==> config.mk <==
export PLATFORM = sky130hd
export DESIGN_NAME = ex_stage
export DESIGN_NICKNAME = d
export VERILOG_FILES = /design/src/rtl/ex_pkg.sv /design/src/rtl/alu.sv /design/src/rtl/ex_stage.sv
export SDC_FILE = /design/constraint.sdc
export NUM_CORES = 1
export LEC_CHECK = 0
export BUFFER_PORTS_ARGS = -buffer_cell sky130_fd_sc_hd__buf_4
export CELL_PAD_IN_SITES_DETAIL_PLACEMENT = 1
export CELL_PAD_IN_SITES_GLOBAL_PLACEMENT = 1
export CORE_MARGIN = 2
export CORE_UTILIZATION = 40
export CTS_CLUSTER_DIAMETER = 80
export DETAILED_ROUTE_END_ITERATION = 8
export PLACE_DENSITY = 0.87
export RECOVER_POWER = 25
export SYNTH_ARGS = -nofsm -noshare
export SYNTH_HDL_FRONTEND = slang
export SYNTH_SLANG_ARGS = --single-unit
export TNS_END_PERCENT = 100
==> constraint.sdc <==
create_clock -name clk -period 5.8 [get_ports clk]
set_input_delay 0.58 -clock clk [delete_from_list [all_inputs] [get_ports clk]]
set_output_delay 0.58 -clock clk [all_outputs]
set_load 0.05 [all_outputs]
==> src/rtl/ex_pkg.sv <==
// Shared definitions for the execute stage: ALU opcodes, branch funct3 codes,
// flag bit positions and the stored result entry.
package ex_pkg;

  localparam int EX_XLEN = 32;

  localparam logic [3:0] ALU_ADD  = 4'b0000;
  localparam logic [3:0] ALU_SUB  = 4'b0001;
  localparam logic [3:0] ALU_AND  = 4'b0010;
  localparam logic [3:0] ALU_OR   = 4'b0011;
  localparam logic [3:0] ALU_XOR  = 4'b0100;
  localparam logic [3:0] ALU_SLT  = 4'b0101;
  localparam logic [3:0] ALU_SLL  = 4'b0110;
  localparam logic [3:0] ALU_SRL  = 4'b0111;
  localparam logic [3:0] ALU_SRA  = 4'b1000;
  localparam logic [3:0] ALU_SLTU = 4'b1001;

  localparam logic [2:0] F3_BEQ  = 3'b000;
  localparam logic [2:0] F3_BNE  = 3'b001;
  localparam logic [2:0] F3_BLT  = 3'b100;
  localparam logic [2:0] F3_BGE  = 3'b101;
  localparam logic [2:0] F3_BLTU = 3'b110;
  localparam logic [2:0] F3_BGEU = 3'b111;

  // Flags are packed as {v,c,n,z}.
  localparam int FLAG_V = 3;
  localparam int FLAG_C = 2;
  localparam int FLAG_N = 1;
  localparam int FLAG_Z = 0;

  typedef struct packed {
    logic [EX_XLEN-1:0] result;
    logic [3:0]         flags;
  } ex_entry_t;

  typedef enum logic [1:0] {
    OCC_EMPTY,
    OCC_ONE,
    OCC_TWO
  } occ_e;

endpackage

==> src/rtl/alu.sv <==
// Combinational ALU: result plus {v,c,n,z}; carry and overflow are only
// meaningful for add/sub and read 0 for every other op.
module alu
  import ex_pkg::*;
#(
  parameter int XLEN = 32
) (
  input  logic [XLEN-1:0] a_i,
  input  logic [XLEN-1:0] b_i,
  input  logic [3:0]      op_i,
  output logic [XLEN-1:0] result_o,
  output logic [3:0]      flags_o
);

  localparam int SHW = $clog2(XLEN);

  logic            is_sub;
  logic            is_arith;
  logic [XLEN-1:0] b_eff;
  logic [XLEN:0]   sum;
  logic [SHW-1:0]  shamt;

  // NOTE: every signal written here gets a value before the case so no
  // path through the block leaves it unassigned (which would infer a latch).
  always_comb begin
    is_sub   = (op_i == ALU_SUB);
    is_arith = 1'b0;
    b_eff    = is_sub ? ~b_i : b_i;
    // Subtract as a + ~b + 1, so carry-out means "no borrow" (a >= b unsigned).
    sum      = {1'b0, a_i} + {1'b0, b_eff} + {{XLEN{1'b0}}, is_sub};
    shamt    = b_i[SHW-1:0];
    result_o = '0;
    case (op_i)
      ALU_ADD, ALU_SUB: begin
        result_o = sum[XLEN-1:0];
        is_arith = 1'b1;
      end
      ALU_AND:  result_o = a_i & b_i;
      ALU_OR:   result_o = a_i | b_i;
      ALU_XOR:  result_o = a_i ^ b_i;
      ALU_SLT:  result_o = {{(XLEN-1){1'b0}}, $signed(a_i) < $signed(b_i)};
      ALU_SLTU: result_o = {{(XLEN-1){1'b0}}, a_i < b_i};
      ALU_SLL:  result_o = a_i << shamt;
      ALU_SRL:  result_o = a_i >> shamt;
      ALU_SRA:  result_o = $signed(a_i) >>> shamt;
      default:  result_o = '0;
    endcase
    flags_o[FLAG_Z] = (result_o == '0);
    flags_o[FLAG_N] = result_o[XLEN-1];
    flags_o[FLAG_C] = is_arith & sum[XLEN];
    flags_o[FLAG_V] = is_arith & (a_i[XLEN-1] == b_eff[XLEN-1])
                               & (sum[XLEN-1] != a_i[XLEN-1]);
  end

endmodule

==> src/rtl/ex_stage.sv <==
// Execute stage: ALU, branch resolution and a two-entry output/skid buffer
// with a registered id_ready; taken control flow raises a one-cycle redirect.
module ex_stage
  import ex_pkg::*;
#(
  parameter int XLEN = 32  // entry storage is ex_entry_t, so XLEN must equal EX_XLEN
) (
  input  logic            clk,
  input  logic            reset,
  input  logic            flush,
  input  logic            id_valid,
  output logic            id_ready,
  input  logic [XLEN-1:0] id_a,
  input  logic [XLEN-1:0] id_b,
  input  logic [3:0]      id_alucontrol,
  input  logic [XLEN-1:0] id_pc,
  input  logic [XLEN-1:0] id_imm,
  input  logic            id_branch,
  input  logic            id_jal,
  input  logic            id_jalr,
  input  logic [2:0]      id_funct3,
  output logic            ex_valid,
  input  logic            ex_ready,
  output logic [XLEN-1:0] ex_result,
  output logic [3:0]      ex_flags,
  output logic            redirect_valid,
  output logic [XLEN-1:0] redirect_target
);

  logic [3:0]      alu_op;
  logic [XLEN-1:0] alu_result;
  logic [3:0]      alu_flags;

  assign alu_op = id_branch ? ALU_SUB : id_alucontrol;

  alu #(.XLEN(XLEN)) u_alu (
    .a_i      (id_a),
    .b_i      (id_b),
    .op_i     (alu_op),
    .result_o (alu_result),
    .flags_o  (alu_flags)
  );

  logic            is_link;
  logic            br_cond;
  logic            taken;
  logic [XLEN-1:0] jalr_sum;
  logic [XLEN-1:0] target;
  ex_entry_t       new_entry;

  always_comb begin
    is_link = id_jal | id_jalr;
    case (id_funct3)
      F3_BEQ:  br_cond = alu_flags[FLAG_Z];
      F3_BNE:  br_cond = ~alu_flags[FLAG_Z];
      F3_BLT:  br_cond = alu_flags[FLAG_N] ^ alu_flags[FLAG_V];
      F3_BGE:  br_cond = ~(alu_flags[FLAG_N] ^ alu_flags[FLAG_V]);
      F3_BLTU: br_cond = ~alu_flags[FLAG_C];
      F3_BGEU: br_cond = alu_flags[FLAG_C];
      default: br_cond = 1'b0;
    endcase
    taken            = is_link | (id_branch & br_cond);
    jalr_sum         = id_a + id_imm;
    target           = id_jalr ? {jalr_sum[XLEN-1:1], 1'b0} : id_pc + id_imm;
    new_entry.result = is_link ? id_pc + XLEN'(4) : alu_result;
    new_entry.flags  = alu_flags;
  end

  occ_e            state_q, state_d;
  ex_entry_t       out_q, out_d;
  ex_entry_t       skid_q, skid_d;
  logic            id_ready_q;
  logic            redirect_valid_q, redirect_valid_d;
  logic [XLEN-1:0] redirect_target_q, redirect_target_d;
  logic            fire_in;
  logic            drain;

  assign fire_in = id_valid & id_ready_q;
  assign drain   = ex_valid & ex_ready;

  always_comb begin
    state_d           = state_q;
    out_d             = out_q;
    skid_d            = skid_q;
    redirect_valid_d  = 1'b0;
    redirect_target_d = redirect_target_q;
    if (flush) begin
      state_d = OCC_EMPTY;
    end else begin
      if (fire_in && taken) begin
        redirect_valid_d  = 1'b1;
        redirect_target_d = target;
      end
      case (state_q)
        OCC_EMPTY: begin
          if (fire_in) begin
            out_d   = new_entry;
            state_d = OCC_ONE;
          end
        end
        OCC_ONE: begin
          case ({fire_in, drain})
            2'b11: out_d = new_entry;
            2'b10: begin
              skid_d  = new_entry;
              state_d = OCC_TWO;
            end
            2'b01: state_d = OCC_EMPTY;
            default: ;
          endcase
        end
        OCC_TWO: begin
          // id_ready is low here, so only a drain can happen; skid moves up.
          if (drain) begin
            out_d   = skid_q;
            state_d = OCC_ONE;
          end
        end
        default: state_d = OCC_EMPTY;
      endcase
    end
  end

  // NOTE: state registers use non-blocking assignments so every register
  // samples pre-edge values regardless of statement order.
  // NOTE: the data registers are reset too, because ex_result and ex_flags
  // must read zero after reset.
  always_ff @(posedge clk) begin
    if (reset) begin
      state_q           <= OCC_EMPTY;
      out_q             <= '0;
      skid_q            <= '0;
      id_ready_q        <= 1'b1;
      redirect_valid_q  <= 1'b0;
      redirect_target_q <= '0;
    end else begin
      state_q           <= state_d;
      out_q             <= out_d;
      skid_q            <= skid_d;
      id_ready_q        <= (state_d != OCC_TWO);
      redirect_valid_q  <= redirect_valid_d;
      redirect_target_q <= redirect_target_d;
    end
  end

  assign id_ready        = id_ready_q;
  assign ex_valid        = (state_q != OCC_EMPTY);
  assign ex_result       = out_q.result;
  assign ex_flags        = out_q.flags;
  assign redirect_valid  = redirect_valid_q;
  assign redirect_target = redirect_target_q;

endmodule

# After elaboration in Yosys (flattened, before gate mapping)
# Cells that the tools add are included.
# classes
n_bitwise	17
n_addsub	5
eq_ne	25
shifts	3
mux	17
magnitude_cmp	2
reduce_logical	12
# op_table
operator	n
$pmux 32 s9	1
$mux 36	3
$pmux 36 s3	1
$mux 32	3
$add 32x32->32	2
$lt 32x32->1	2
$add 32x32->33	1
$add 33x1->33	1
$add 32x3->32 const B	1
$and 32x32->32	1
$logic_not 32->1	1
$not 32->32	1
$or 32x32->32	1
$shl 32x5->32	1
$shr 32x5->32	1
$sshr 32x5->32	1
$xor 32x32->32	1
$eq 4x3->1 const B	4
$eq 3x3->1 const B	4
$eq 4x2->1 const B	2
$eq 4x4->1 const B	2
$and 1x1->1	6
$eq 2x2->1 const B	3
$mux 2	3
other kinds (25)	34
# word_totals
word_cells	89
output_inout_bits	71
in_bits	143
regBits	108

# Longest topological paths before layout
# logic_depth
depth_word	14
depth_mapped	23
depth_no_buf	18

# Cells and area by module
# A second synthesis with hierarchy kept.
# hier_totals
hier_cells	2392
area_unflattened_um2	17832.1
# modules_own_cells
mod	instances	cells_per_inst	area_each_um2	seq_area_each_um2
alu	1	1258	9283.9	0.0
ex_stage	1	1134	8548.2	2162.1

# Worst setup path after synthesis
# OpenSTA, ideal clock, no wires.
# synth_path
path_kind	input to register
from	in id_branch
to	reg redirect_target_q[11], in the netlist redirect_target[11]
setup_ns	0.146
required_time_ns	5.654
arrival_ns	5.580
stages	20
setup_slack_ns	0.074
path_buffers	4
path_cell_list	clkbuf_1 -> clkbuf_1 -> nor2_1 -> buf_1 -> xnor2_1 -> ha_1 -> a21oi_1 -> o21ai_1 -> a2111oi_0 -> nor2_1 -> a21oi_1 -> nand4_1 -> or3_1 -> or4_1 -> or4_4 -> o211a_1 -> o31a_1 -> clkbuf_1 -> nor3_1 -> a211oi_2
# synth_between
elab_chain_len	14
elab_cells_between_ends	32
classes_between	2 x add/sub; 11 x eq/ne; 5 x mux; 9 x bitwise; 5 x reduce/logical
# synth_lines
element	line_no	source
from (decl)	ex_stage.sv:18	input logic id_branch,
parallel branches: the longest is 10 deep, another holds $add 32x32->33	--	
$and 1x1->1 *	ex_stage.sv:62	taken = is_link | (id_branch & br_cond);
$or 1x1->1 *	ex_stage.sv:62	
$logic_and 1x1->1 *	ex_stage.sv:90	if (fire_in && taken) begin
$reduce_and 2->1 (no source line) *	--	
to (signal assigned)	ex_stage.sv:142	redirect_target_q <= redirect_target_d;
to (decl)	ex_stage.sv:74	logic [XLEN-1:0] redirect_target_q, redirect_target_d;
# Every way passes the cells marked *.
# A chain may end at the register's enable or synchronous reset.

# Worst setup path in the final report
# layout_path
from	in id_alucontrol[1]
to	reg redirect_target_q[24], in the netlist redirect_target[24]
# layout_between
elab_chain_len	14
elab_cells_between_ends	32
classes_between	2 x add/sub; 11 x eq/ne; 5 x mux; 9 x bitwise; 5 x reduce/logical
# layout_lines
element	line_no	source
from (decl)	ex_stage.sv:15	input logic [3:0] id_alucontrol,
$mux 4 *	ex_stage.sv:34	assign alu_op = id_branch ? ALU_SUB : id_alucontrol;
parallel branches: the longest is 8 deep, another holds $add 32x32->33	--	
$pmux 1 s6 *	ex_stage.sv:53	case (id_funct3)
$and 1x1->1 *	ex_stage.sv:62	
$or 1x1->1 *	ex_stage.sv:62	
$logic_and 1x1->1 *	ex_stage.sv:90	
$reduce_and 2->1 (no source line) *	--	
# Marks and branches as above.

==> metrics.md <==
| Metric | Value |
|---|---|
| Skew-Pair Late Insertion Delay | 0.39 ns |
| DRC | 0 |
| Final wirelength | 96800 um |
| Worst slew pin tran | 1.25 ns |
| RSZ-0062 raised after global routing | no |
| DIE WIDTH | 217 um |
| Setup crit start | id_alucontrol[1] |
| Worst EP arrival | 5.83 ns |
| Initial DRT Pass Iterations | 6 |
| Sequential-to-total area share from yosys stat | about an eighth |
| Vias | 22.0k |
| Layout cells sized above 1 | 19.7% |
| Ys async rst share | 0% |
| Core area | 45200 um^2 |
| First-pass GRT wire length | about 140000 um |
| Detail Route Antenna Nets | 0 |
| DP HPWL | 78000 um |
| Worst Hold Class | register to register |
| Synthesized area | between 15000 and 20000 um^2 |
| Post-CTS Hold Buffers | 0 |
| Clk_skew | 0.00694 ns |
| Min Tclk post-route | 5.57 ns |
| Final Cycle Share | 96.0% |
| Leakage Power | 9.14 nW |
| Final WS setup | 0.230 ns |
| Initial Utilization | 40.3% |
| Setup crit end kind | register |
| Fmax achieved | 0.180 GHz |
| Status | completed |
| Total die area | around 47000 um^2 |
| Relative slew slack | 16.4% |
| Global Route Usage Sum | 39.9% |
| Final setup violation count | 0 |
| Number of synthesized flops with an enable pin | 0 |
| Crit path launch type | input port |
| Antenna violations before repair | 4 |
| Max cap viols | 0 |
| Die Height | between 200 and 250 um |
| Nets | roughly 3.1k |
| GPL Wtd Cong | 1.02 |
| Clock sink count | 108 |
| DRT iter0 DRCs | 2330 |
| Worst-path clk slew | around 0.08 ns |
| Max IR drop VDD | 0.000228 V |
| Num CTS Buffers | 9 |
| Maximum fanout along the worst path | 32 |
| Depth of the worst register-to-register path | 10 |
| Power Density | around 180 nW/um^2 |
| Area growth from synthesis to layout | 18.9% |
| CP endpoint | redirect_target[24] |
| R2R Path Start | state_q[1] |
| H-Tree Depth | 3 |
| Fill cell count | 5744 |
| Yosys reg bits | ~110 |
| Share of the core filled with cells | 48.0% |
| Post-Synthesis Cells | ~2.5k |
| Max clock buf depth | 2 |
| Largest net degree at the start of global routing | slightly above 80 |
| Post-Syn Nets | 2821 |
| WP data required | 6.06 ns |
| Via-per-instance ratio | ~6.6 |
| Count of cell types in the netlist | 100 |
| Number of global-route vias before repair | 21.8k |
| Syn. warnings | 0 |
| Inserted Diodes | 0 |
| # IOs | 214 |
| CP Class | input port to register |
| # port buffers | 213 |
| Top FF cell, synth | dfxtp_1 |
| Reg2Reg Setup Slack | 3.14 ns |
| GRT Residual Overflow | 0 |
| Max-slew violation count | 0 |
| DR WL/cell | 29.0 um |
| Clock root cell | clkbuf_16 |
| Worst R2R End | ex_result[18] |
| Fin. Hold Viols | 0 |
| Rows | 78 |
| Avg Inst Size Synth | 7.35 um^2 |
| DP Worst Slack | -0.313 ns |
| CTS tree | yes |
==> power by group <==
part / leakage (nW) / switching [W] / internal, W
registers: 0.882 / 0.0000272 / 0.000784
clock network: 0.133 / 0.000328 / 0.000300
logic: 8.12 / 0.00147 / 0.000884
total: 9.14 / 0.00183 / 0.00197
==> area by class of cell <==
type | count | area (um^2) | share of cell area (%)
Clock buffer | 10 | 229 | 1.06
Clock inverter | 6 | 55.1 | 0.254
Inverter | 105 | 394 | 1.82
Multi-Input combinational cell | 2085 | 14900 | 68.8
Sequential cell | 108 | 2160 | 9.98
Tap cell | 600 | 751 | 3.46
Timing Repair Buffer | 425 | 3160 | 14.6
==> critical path: stages <==
cell and delay (ns):
buf_4 0.13, nor4b_4 0.25, buf_4 0.19, nor2_4 0.05, buf_12 0.14, buf_12 0.15
xnor2_1 0.12, ha_1 0.34, and4_1 0.25, o311ai_2 0.12, o211ai_2 0.31, o2111a_2 0.34
nor2_1 0.08, nor4b_1 0.13, or3_1 0.40, or4_1 0.54, or4_4 0.51, o211a_1 0.29
o31a_1 0.33, buf_12 0.18, nor3_1 0.28, a211oi_2 0.08
==> cell usage after synthesis (all sizes together) (6+ instances only) <==
master	instances	area, um^2
nand2	292	1100
nor2	227	852
a21oi	209	1050
ha	197	2460
o21ai	121	606
clkbuf	108	405
dfxtp	108	2160
inv	104	390
xnor2	96	841
nor3	82	415
mux2i	80	805
buf	72	440
a211oi	61	558
nand3	60	300
mux2	34	387
mux4	34	766
o211ai	33	253
xor2	33	289
a21o	32	240
a311oi	32	280
a221oi	31	278
nand2b	31	194
nand4	28	175
nor2b	27	169
o22ai	21	131
o21a	19	143
o21bai	19	146
a31oi	18	113
a22oi	17	128
and3	16	100
or3	16	100
or2	15	93.8
and2	14	87.6
o2111ai	14	123
o221ai	13	114
o31ai	13	111
a211o	11	96.3
nor4	10	68.8
a2111oi	8	90.1
and4	7	61.3
or4	7	56.3
nor3b	6	45.0
o2bb2ai	6	52.6
o311ai	6	60.1
o32ai	6	52.6
==> cells by family after synthesis <==
family                     Yosys count  synth area share (%)
AOI/OAI and AO/OA                  751                  28.6
DFF                                108                  11.9
buffers and inverters              285                  6.80
xor gates and xnor gates           129                  6.20
and+or+nand+nor                    857                  22.0
adders and majority gates          200                  13.9
muxes                              148                  10.7
==> registers in the layout (all words and copies together), names as in the netlist <==
name	count
state_q	2
skid_q	36
redirect_valid	1
id_ready	1
ex_result	32
redirect_target	32
ex_flags	4
==> per-stage QoR <==
step	cell area, um^2	power, W	hold slack (ns)	TNS (ns)	std cells
detailed placement	21500	0.00311	0.447	-8.13	3320
CTS	21800	0.00375	0.458	0	3336
floorplan	18200	0.00219	0.437	0	2478
global route	21700	0.00397	0.481	0	3339
finish	21700	0.00380	0.456	0	3339
global placement	21500	0.00306	0.442	-4.29	3320
==> worst min-delay path by stage <==
stage	from	end	slack [ns]	cells past startpoint
2_1_floorplan	skid_q[0]	skid_q[0]	0.44	2
3_3_place_gp	skid_q[33]	skid_q[33]	0.44	2
3_5_place_dp	skid_q[9]	skid_q[9]	0.45	2
4_1_cts	skid_q[9]	skid_q[9]	0.46	2
5_1_grt	skid_q[9]	skid_q[9]	0.48	2
6_report	skid_q[9]	skid_q[9]	0.46	2
==> metal layers <==
layer	wire [um]	track usage, %	part of all wire, %	up-vias
li1	-	-	-	9646
met1	41800	54.0	43	11000
met2	42300	61.4	44	1078
met3	9130	10.1	9.4	234
met4	3560	13.6	3.7	4
met5	28	0	0.029	-
==> timing repair <==
| item | in CTS | in global routing |
|---|---|---|
| buffers inserted | 0 | 3 |
| gates resized for setup | 0 | 10 |
| setup endpoints to repair | 0 | 33 |
==> cell usage in the layout (no fill, tap or decap), types with 26 or more instances in the layout <==
cell type,instances
o21ai_0,115
ha_1,197
nand3_1,60
nand2b_1,31
xor2_1,33
a21o_1,32
nor2b_1,26
nor3_1,76
clkbuf_1,45
a311oi_1,31
dfxtp_1,108
nand2_1,291
a221oi_1,30
o211ai_1,32
a21oi_1,207
a211oi_1,40
xnor2_1,96
inv_1,103
nand4_1,28
mux2_2,32
buf_4,370
mux4_2,34
mux2i_1,79
nor2_1,223
Note: power is estimated with default switching activity, not from simulation.
